[config.mk]
export PLATFORM = sky130hd
export DESIGN_NAME = typing_countdown_timer
export DESIGN_NICKNAME = d
export VERILOG_FILES = /design/src/rtl/typing_countdown_timer.sv
export SDC_FILE = /design/constraint.sdc
export NUM_CORES = 1
export LEC_CHECK = 0
export CAP_MARGIN = 5
export CORE_MARGIN = 4
export CORE_UTILIZATION = 45
export CTS_CLUSTER_SIZE = 30
export DETAILED_ROUTE_END_ITERATION = 12
export PLACE_DENSITY = 0.73
export REMOVE_ABC_BUFFERS = 1
export SLEW_MARGIN = 5
export SYNTH_ARGS = -nofsm -noshare
export SYNTH_HDL_FRONTEND = slang
export SYNTH_SLANG_ARGS = --single-unit
[constraint.sdc]
create_clock -name clk -period 2.05 [get_ports clk]
set_input_delay 0.615 -clock clk [delete_from_list [all_inputs] [get_ports clk]]
set_output_delay 0.615 -clock clk [all_outputs]
set_load 0.05 [all_outputs]
[src/rtl/typing_countdown_timer.sv]
// typing_countdown_timer: counts the typing-test period down from DURATION
// seconds to 0, one step per accepted tick_1hz strobe. It publishes the
// remaining time in binary and as a parallel BCD down-counter, together
// with the run/pause/done status used by the test control FSM.
//
// Optional build macro TYPING_TIMER_WARN_BLINK_EN:
//   defined   -> warn blinks, toggling on each accepted tick in the low-time window
//   undefined -> warn is a steady level while running in the low-time window
module typing_countdown_timer #(
    parameter int DURATION  = 60,
    parameter int WARN_SECS = 10
) (
    input  logic       clk,
    input  logic       rst,
    input  logic       tick_1hz,
    input  logic       start,
    input  logic       pause,
    input  logic       abort,
    output logic [6:0] secs_left,
    output logic [3:0] bcd_tens,
    output logic [3:0] bcd_ones,
    output logic       running,
    output logic       paused,
    output logic       expired,
    output logic       done_pulse,
    output logic       warn
);

    typedef enum logic [1:0] {
        IDLE    = 2'd0,
        RUNNING = 2'd1,
        PAUSED  = 2'd2,
        DONE    = 2'd3
    } state_t;

    // Reload values are elaboration-time constants; no runtime divider exists.
    localparam logic [6:0] DUR_V      = 7'(DURATION);
    localparam logic [3:0] DUR_TENS   = 4'(DURATION / 10);
    localparam logic [3:0] DUR_ONES   = 4'(DURATION % 10);
    localparam logic [6:0] WARN_V     = 7'(WARN_SECS);
    localparam bit         DUR_IN_WIN = (DURATION <= WARN_SECS);

`ifdef TYPING_TIMER_WARN_BLINK_EN
    localparam bit WARN_BLINK = 1'b1;
`else
    localparam bit WARN_BLINK = 1'b0;
`endif

    // Binary decrement that holds at zero instead of wrapping.
    function automatic logic [6:0] sat_dec(input logic [6:0] v);
        if (v == 7'd0) return 7'd0;
        return v - 7'd1;
    endfunction

    // Two-digit BCD decrement: ones wraps 0 -> 9 with a borrow from tens,
    // and the pair holds at 00.
    function automatic logic [7:0] bcd_dec(input logic [3:0] tens, input logic [3:0] ones);
        if (ones == 4'd0) begin
            if (tens == 4'd0) return 8'h00;
            return {tens - 4'd1, 4'd9};
        end
        return {tens, ones - 4'd1};
    endfunction

    state_t     state;
    logic [6:0] secs_dec;
    logic [7:0] bcd_next;
    logic       last_sec;
    logic       dec_in_win;

    // Candidate values for the decrement taken on an accepted tick.
    always_comb begin
        secs_dec   = sat_dec(secs_left);
        bcd_next   = bcd_dec(bcd_tens, bcd_ones);
        last_sec   = (secs_left == 7'd1);
        dec_in_win = (secs_dec <= WARN_V);
    end

    // Control FSM; every output is registered alongside the state.
    always_ff @(posedge clk) begin
        if (rst) begin
            state      <= IDLE;
            secs_left  <= DUR_V;
            bcd_tens   <= DUR_TENS;
            bcd_ones   <= DUR_ONES;
            running    <= 1'b0;
            paused     <= 1'b0;
            expired    <= 1'b0;
            done_pulse <= 1'b0;
            warn       <= 1'b0;
        end else begin
            done_pulse <= 1'b0;
            if (abort) begin
                state     <= IDLE;
                secs_left <= DUR_V;
                bcd_tens  <= DUR_TENS;
                bcd_ones  <= DUR_ONES;
                running   <= 1'b0;
                paused    <= 1'b0;
                expired   <= 1'b0;
                warn      <= 1'b0;
            end else begin
                case (state)
                    IDLE: begin
                        // A tick in the same cycle as start is deliberately dropped.
                        if (start) begin
                            state   <= RUNNING;
                            running <= 1'b1;
                            warn    <= WARN_BLINK ? 1'b0 : DUR_IN_WIN;
                        end
                    end
                    RUNNING: begin
                        if (tick_1hz) begin
                            secs_left <= secs_dec;
                            bcd_tens  <= bcd_next[7:4];
                            bcd_ones  <= bcd_next[3:0];
                            if (last_sec) begin
                                // Reaching zero overrides a simultaneous pause.
                                state      <= DONE;
                                running    <= 1'b0;
                                expired    <= 1'b1;
                                done_pulse <= 1'b1;
                                warn       <= 1'b0;
                            end else if (pause) begin
                                state   <= PAUSED;
                                running <= 1'b0;
                                paused  <= 1'b1;
                                warn    <= 1'b0;
                            end else if (WARN_BLINK) begin
                                warn <= dec_in_win ? ~warn : warn;
                            end else begin
                                warn <= dec_in_win;
                            end
                        end else if (pause) begin
                            state   <= PAUSED;
                            running <= 1'b0;
                            paused  <= 1'b1;
                            warn    <= 1'b0;
                        end
                    end
                    PAUSED: begin
                        if (pause) begin
                            state   <= RUNNING;
                            running <= 1'b1;
                            paused  <= 1'b0;
                            warn    <= WARN_BLINK ? 1'b0 : (secs_left <= WARN_V);
                        end
                    end
                    DONE: begin
                        // Restart directly from DONE without an abort.
                        if (start) begin
                            state     <= RUNNING;
                            secs_left <= DUR_V;
                            bcd_tens  <= DUR_TENS;
                            bcd_ones  <= DUR_ONES;
                            running   <= 1'b1;
                            expired   <= 1'b0;
                            warn      <= WARN_BLINK ? 1'b0 : DUR_IN_WIN;
                        end
                    end
                    default: begin
                        state <= IDLE;
                    end
                endcase
            end
        end
    end

endmodule
* Yosys cells after proc, flatten, opt, wreduce, memory -nomap -nowiden
Cells that the tools add are included.
Storage, ports and cells: bits in registers 22, input port bits 6, logic and storage cells 89
Operators by class: add/subtract/negate cells 3, $lt $le $gt $ge 2, eq/ne operators 12, mux-type cells 46, bitwise gates (word level) 2, reductions and logical operators 15
Operator list (number):
- $mux W8 | 4
- $mux W7 | 4
- $mux W1 | 21
- $mux W4 | 4
- $pmux W4 S2 | 2
- $le A7 B4 Y1 const B | 2
- $pmux W7 S2 | 1
- $mux W2 | 5
- $ne A2 B2 Y1 const B | 5
- $reduce_and A3 Y1 | 3
- $logic_not A4 Y1 | 2
- $reduce_and A4 Y1 | 2
- $sub A4 B1 Y4 const B | 2
- $eq A7 B1 Y1 const B | 1
- $logic_not A7 Y1 | 1
- $sub A7 B1 Y7 const B | 1
- $ne A3 B3 Y1 const B | 2
- $pmux W1 S3 | 2
- $pmux W2 S3 | 1
- $eq A2 B2 Y1 const B | 2
- $pmux W1 S2 | 2
- $reduce_bool A2 Y1 | 2
- $reduce_or A2 Y1 | 2
- $reduce_or A4 Y1 | 1
- 5 further kinds | 6

* Logic depth before layout (Yosys ltp)
Gate-level depths: netlist (run 1).
depth after elaboration 8, gate-level depth with buffers 8, mapped depth without buffers 7

* Least setup slack after synthesis (run 1)
Ideal clock, no wire load.
path type flip-flop to flip-flop, start register secs_left[0], end register warn, library setup time 0.074 ns, data arrival time 2.051 ns, path slack -0.075 ns, cell stages (with the launch flop) 8, path buffers 0, cells stage by stage dfxtp_1 inv_1 ha_1 or3b_4 a211oi_1 a2111oi_2 o211ai_1 a31oi_1
On the way: cells in the longest elaborated chain, start to end 8
RTL lines:
- start: declaration | line 19 | output logic [6:0] secs_left,
- start signal: assignment | line 114 | secs_left <= secs_dec;
- branches (longest 7 deep; another with $sub A7 B1 Y7)
- $pmux W1 S3 * | line 103 | case (state)
- end signal: assignment | line 109 | warn <= WARN_BLINK ? 1'b0 : DUR_IN_WIN;
- end signal: assignment | line 130 | warn <= dec_in_win ? ~warn : warn;
- end signal: assignment | line 132 | warn <= dec_in_win;
- end: declaration | line 26 | output logic warn
Every way passes the cells marked *. The select of a mux whose other input is x is not followed. A chain may end at the register's enable or synchronous reset.

* Worst setup path in the final report (run 1)
start input tick_1hz, end register bcd_tens[2]
On the way: cells in the longest elaborated chain, start to end 2
RTL lines:
- start: declaration | line 15 | input logic tick_1hz,
- $ne A2 B2 Y1 (no line)
- $reduce_and A4 Y1 (no line)
- end signal: assignment | line 115 | bcd_tens <= bcd_next[7:4];
- end: declaration | line 20 | output logic [3:0] bcd_tens,
Every way passes these cells.

==> results.yml, run 1 <==
run_status:
  outcome: "finished clean"
synthesis:
  synth-main-ff-cell: "sky130_fd_sc_hd__dfxtp_1"
  synth_warnings: 0
  post_synth_num_cell_types: 42
  post_synth_main_area_contributors: "sky130_fd_sc_hd__dfxtp_1 32%, sky130_fd_sc_hd__ha_1 9.0%, sky130_fd_sc_hd__nor2_1 7.0%"
  synth_cells: 181
  ys_async_sr_fraction_pct: 0
  number_of_storage_elements_in_the_synthesis_netlist: 22
  area_fraction_of_the_dominant_cell_type_after_synthesis_pct: 31.8
  netlist_area_um2: 1390
  syn-mean-instance-area_um2: 7.65
  yosys.area.top_type: "sky130_fd_sc_hd__dfxtp_1"
  number_of_synthesized_flops_with_an_enable_pin: 0
  seq_area_frac_synth_pct: 31.8
clock_tree:
  htreeDepth: 1
  cts_buffers: 3
  ctsLongestPathBuffers: 2
  clock-root-buffer: "sky130_fd_sc_hd__clkbuf_4"
  clk_pin_slew_worst_paths_ns: 0.13
  tritoncts: "yes"
  cts.sinks: 22
  post_cts_buffers: 0
  insertion_delay_ns: 0.31
  cts-resized-gates: 0
  cts_hold_buffers: 0
finish:
  finalInstanceArea_um2: 1730
  final-seq-area_um2: 440
  layout-drive-gt1-share_pct: 20.6
  antenna-diode-count: 0
  multiInputGateArea_um2: 851
  utilization_pct: 60.8
  n_fill_cell: 285
  layout_common_cells: "30 x sky130_fd_sc_hd__buf_4, 26 x sky130_fd_sc_hd__nor2_1, 22 x sky130_fd_sc_hd__dfxtp_1, 18 x sky130_fd_sc_hd__a21oi_1, 16 x sky130_fd_sc_hd__o21ai_0"
  layout_commonest_cell: "sky130_fd_sc_hd__buf_4"
  nets: 231
  area.growth.synth_to_final_pct: 25.2
min_path:
  min_to: "expired"
  hold_removal_path_class: "reg -> reg"
  hold_path_startpoint: "expired"
  hold_depth: 2
power_and_ir_drop:
  power.ir.vdd_worst_v: 0.000301
  leakage_nw: 0.724
  cellPowerDensity_nw_per_um2: 532
  total_power_uw: 923
setup_path:
  required_ns: 2.23
  worst-r2r-setup-slack_ns: 0.15
  cp-end-kind: "flop"
  reg2reg_from: "secs_left[0]"
  reg2regPathDepth: 7
  critical_path.max_fanout: 5
  arrival_ns: 2.10
  crit_type: "in -> reg"
  reg2reg_to: "warn"
  crit_path_start_kind: "input port"
drt:
  detail_route.vias_per_cell: 5.69
  drt_first_pass_iters: 4
  detail-route-antenna-nets: 0
  num_vias: 1394
  remaining_drc_errors: 0
  wl_mm: 3.37
  detailedRoute.firstIterationViolations: 108
  wire_per_inst_um: 13.7
global_route:
  grt_remaining_overflow: 0
  grt_max_degree: 15
  grt_pass1_vias: 1333
  antenna_violations_before_repair: 0
  grt_first_pass_wirelength_mm: 5.96
  track_usage_pct: 17.7
placed_design:
  place_hpwl_mm: 2.56
  portBuffers: 25
  place_area_um2: 1680
  gpl.final_weighted_congestion: 0.922
die:
  core.rowCount: 19
  initial_core_util_pct: 48.6
  floorplan.die_area_um2: 4030
  die-width_um: 63.5
  io-pin-count: 26
  die_h_um: 63.5
  core_area_um2: 2850
timing:
  final_setup_violating_endpoints: 0
  fin_crit_share_pct: 93.5
  maxSlewHeadroom_pct: 57.2
  fin_tns_setup_ns: 0
  worst_slew_pin_slew_ns: 0.637
  maxSlewViolCount: 0
  finClkSkew_ns: 0.00231
  finalHoldViolCount: 0
  grt_setup_unrepaired: "false"
  fmaxAchievable_mhz: 522
  layout_min_cycle_time_ns: 1.92
run:
  cap_viol_max_count: 0
==> power breakdown <==
part / internal, mW / switching, mW
combinational: 0.0567 / 0.0860
clock: 0.198 / 0.140
sequential: 0.435 / 0.00720
==> worst max-delay path: stages <==
cell and delay (ns):
sky130_fd_sc_hd__clkdlybuf4s50_1 0.49, sky130_fd_sc_hd__nor2b_1 0.06, sky130_fd_sc_hd__a211o_1 0.33, sky130_fd_sc_hd__or2_2 0.35, sky130_fd_sc_hd__a21oi_1 0.13, sky130_fd_sc_hd__o221ai_1 0.12
==> flip-flops by register name, summed over array words and instances, names as in the netlist <==
register / count
secs_left: 7
bcd_ones: 4
bcd_tens: 4
done_pulse: 1
expired: 1
warn: 1
state: 2
running: 1
paused: 1
==> worst max path at each step <==
stage                 startpoint           to  slack (ns)  cells past startpoint
detailed placement      tick_1hz  bcd_tens[2]       -0.18                      6
floorplan           secs_left[0]         warn        -0.1                      7
global route        secs_left[1]         warn        0.06                      7
global placement           start  bcd_tens[2]       -0.15                      6
finish                  tick_1hz  bcd_tens[2]        0.13                      6
CTS                 secs_left[1]         warn        0.15                      7
==> area by class of cell <==
class / instances / area share [%]
Clock inverter: 1 / 1.73
Inverter: 15 / 3.25
Tap cell: 31 / 2.24
Sequential cell: 22 / 25.4
Clock buffer: 3 / 1.30
Timing Repair Buffer: 36 / 17.0
Multi-Input combinational cell: 137 / 49.1
==> stage by stage <==
step                worst slack [ns]  instances  hold WS (ns)
detailed placement            -0.179        241         0.519
global route                  0.0591        245         0.543
floorplan                    -0.0962        174         0.488
global placement              -0.153        241         0.489
finish                         0.132        245         0.530
CTS                            0.153        245         0.538
==> kinds of logic (layout without fill, tap and decap cells) <==
kind of cell	Yosys count	count (layout)	share of synthesized area [%]
XOR/XNOR	1	1	0.632
adder cells (fa/ha/maj)	10	10	9.03
flip-flops	22	22	31.8
buffers and inverters	22	55	6.77
multiplexers	2	2	1.45
AO/OA/AOI/OAI	52	52	23.0
AND/OR/NAND/NOR	72	72	27.3
==> synth_stat cells (2+ instances only) <==
cell,n
sky130_fd_sc_hd__ha_1,10
sky130_fd_sc_hd__and3_1,3
sky130_fd_sc_hd__inv_1,15
sky130_fd_sc_hd__o21ai_0,16
sky130_fd_sc_hd__buf_2,3
sky130_fd_sc_hd__a31oi_1,2
sky130_fd_sc_hd__nand2_1,5
sky130_fd_sc_hd__a21oi_1,18
sky130_fd_sc_hd__dfxtp_1,22
sky130_fd_sc_hd__clkbuf_1,3
sky130_fd_sc_hd__mux2i_1,2
sky130_fd_sc_hd__a211oi_1,4
sky130_fd_sc_hd__or2_2,3
sky130_fd_sc_hd__nand3_1,9
sky130_fd_sc_hd__nor2b_1,4
sky130_fd_sc_hd__nand2b_1,2
sky130_fd_sc_hd__nor3_1,10
sky130_fd_sc_hd__nor2_1,26
==> per-layer routing <==
metal / vias to the layer above / GRT usage [%] / share of wire [%] / wire, um
met4: 0 / 4.58 / 1.0 / 35
li1: 708 / - / - / -
met2: 37 / 29.6 / 49 / 1650
met3: 5 / 2.49 / 4.4 / 149
met5: - / 0 / 0 / 0
met1: 644 / 23.7 / 45 / 1530
(Power assumes the default switching activity.)
==> inputs of run 2 (changes only) <==
Settings changed: CAP_MARGIN 5 to unset, SETUP_SLACK_MARGIN set to 0.05, SLEW_MARGIN 5 to 20.
==> results of run 2 <==
The final DEF is identical to that of run 1; final timing and power are the same.
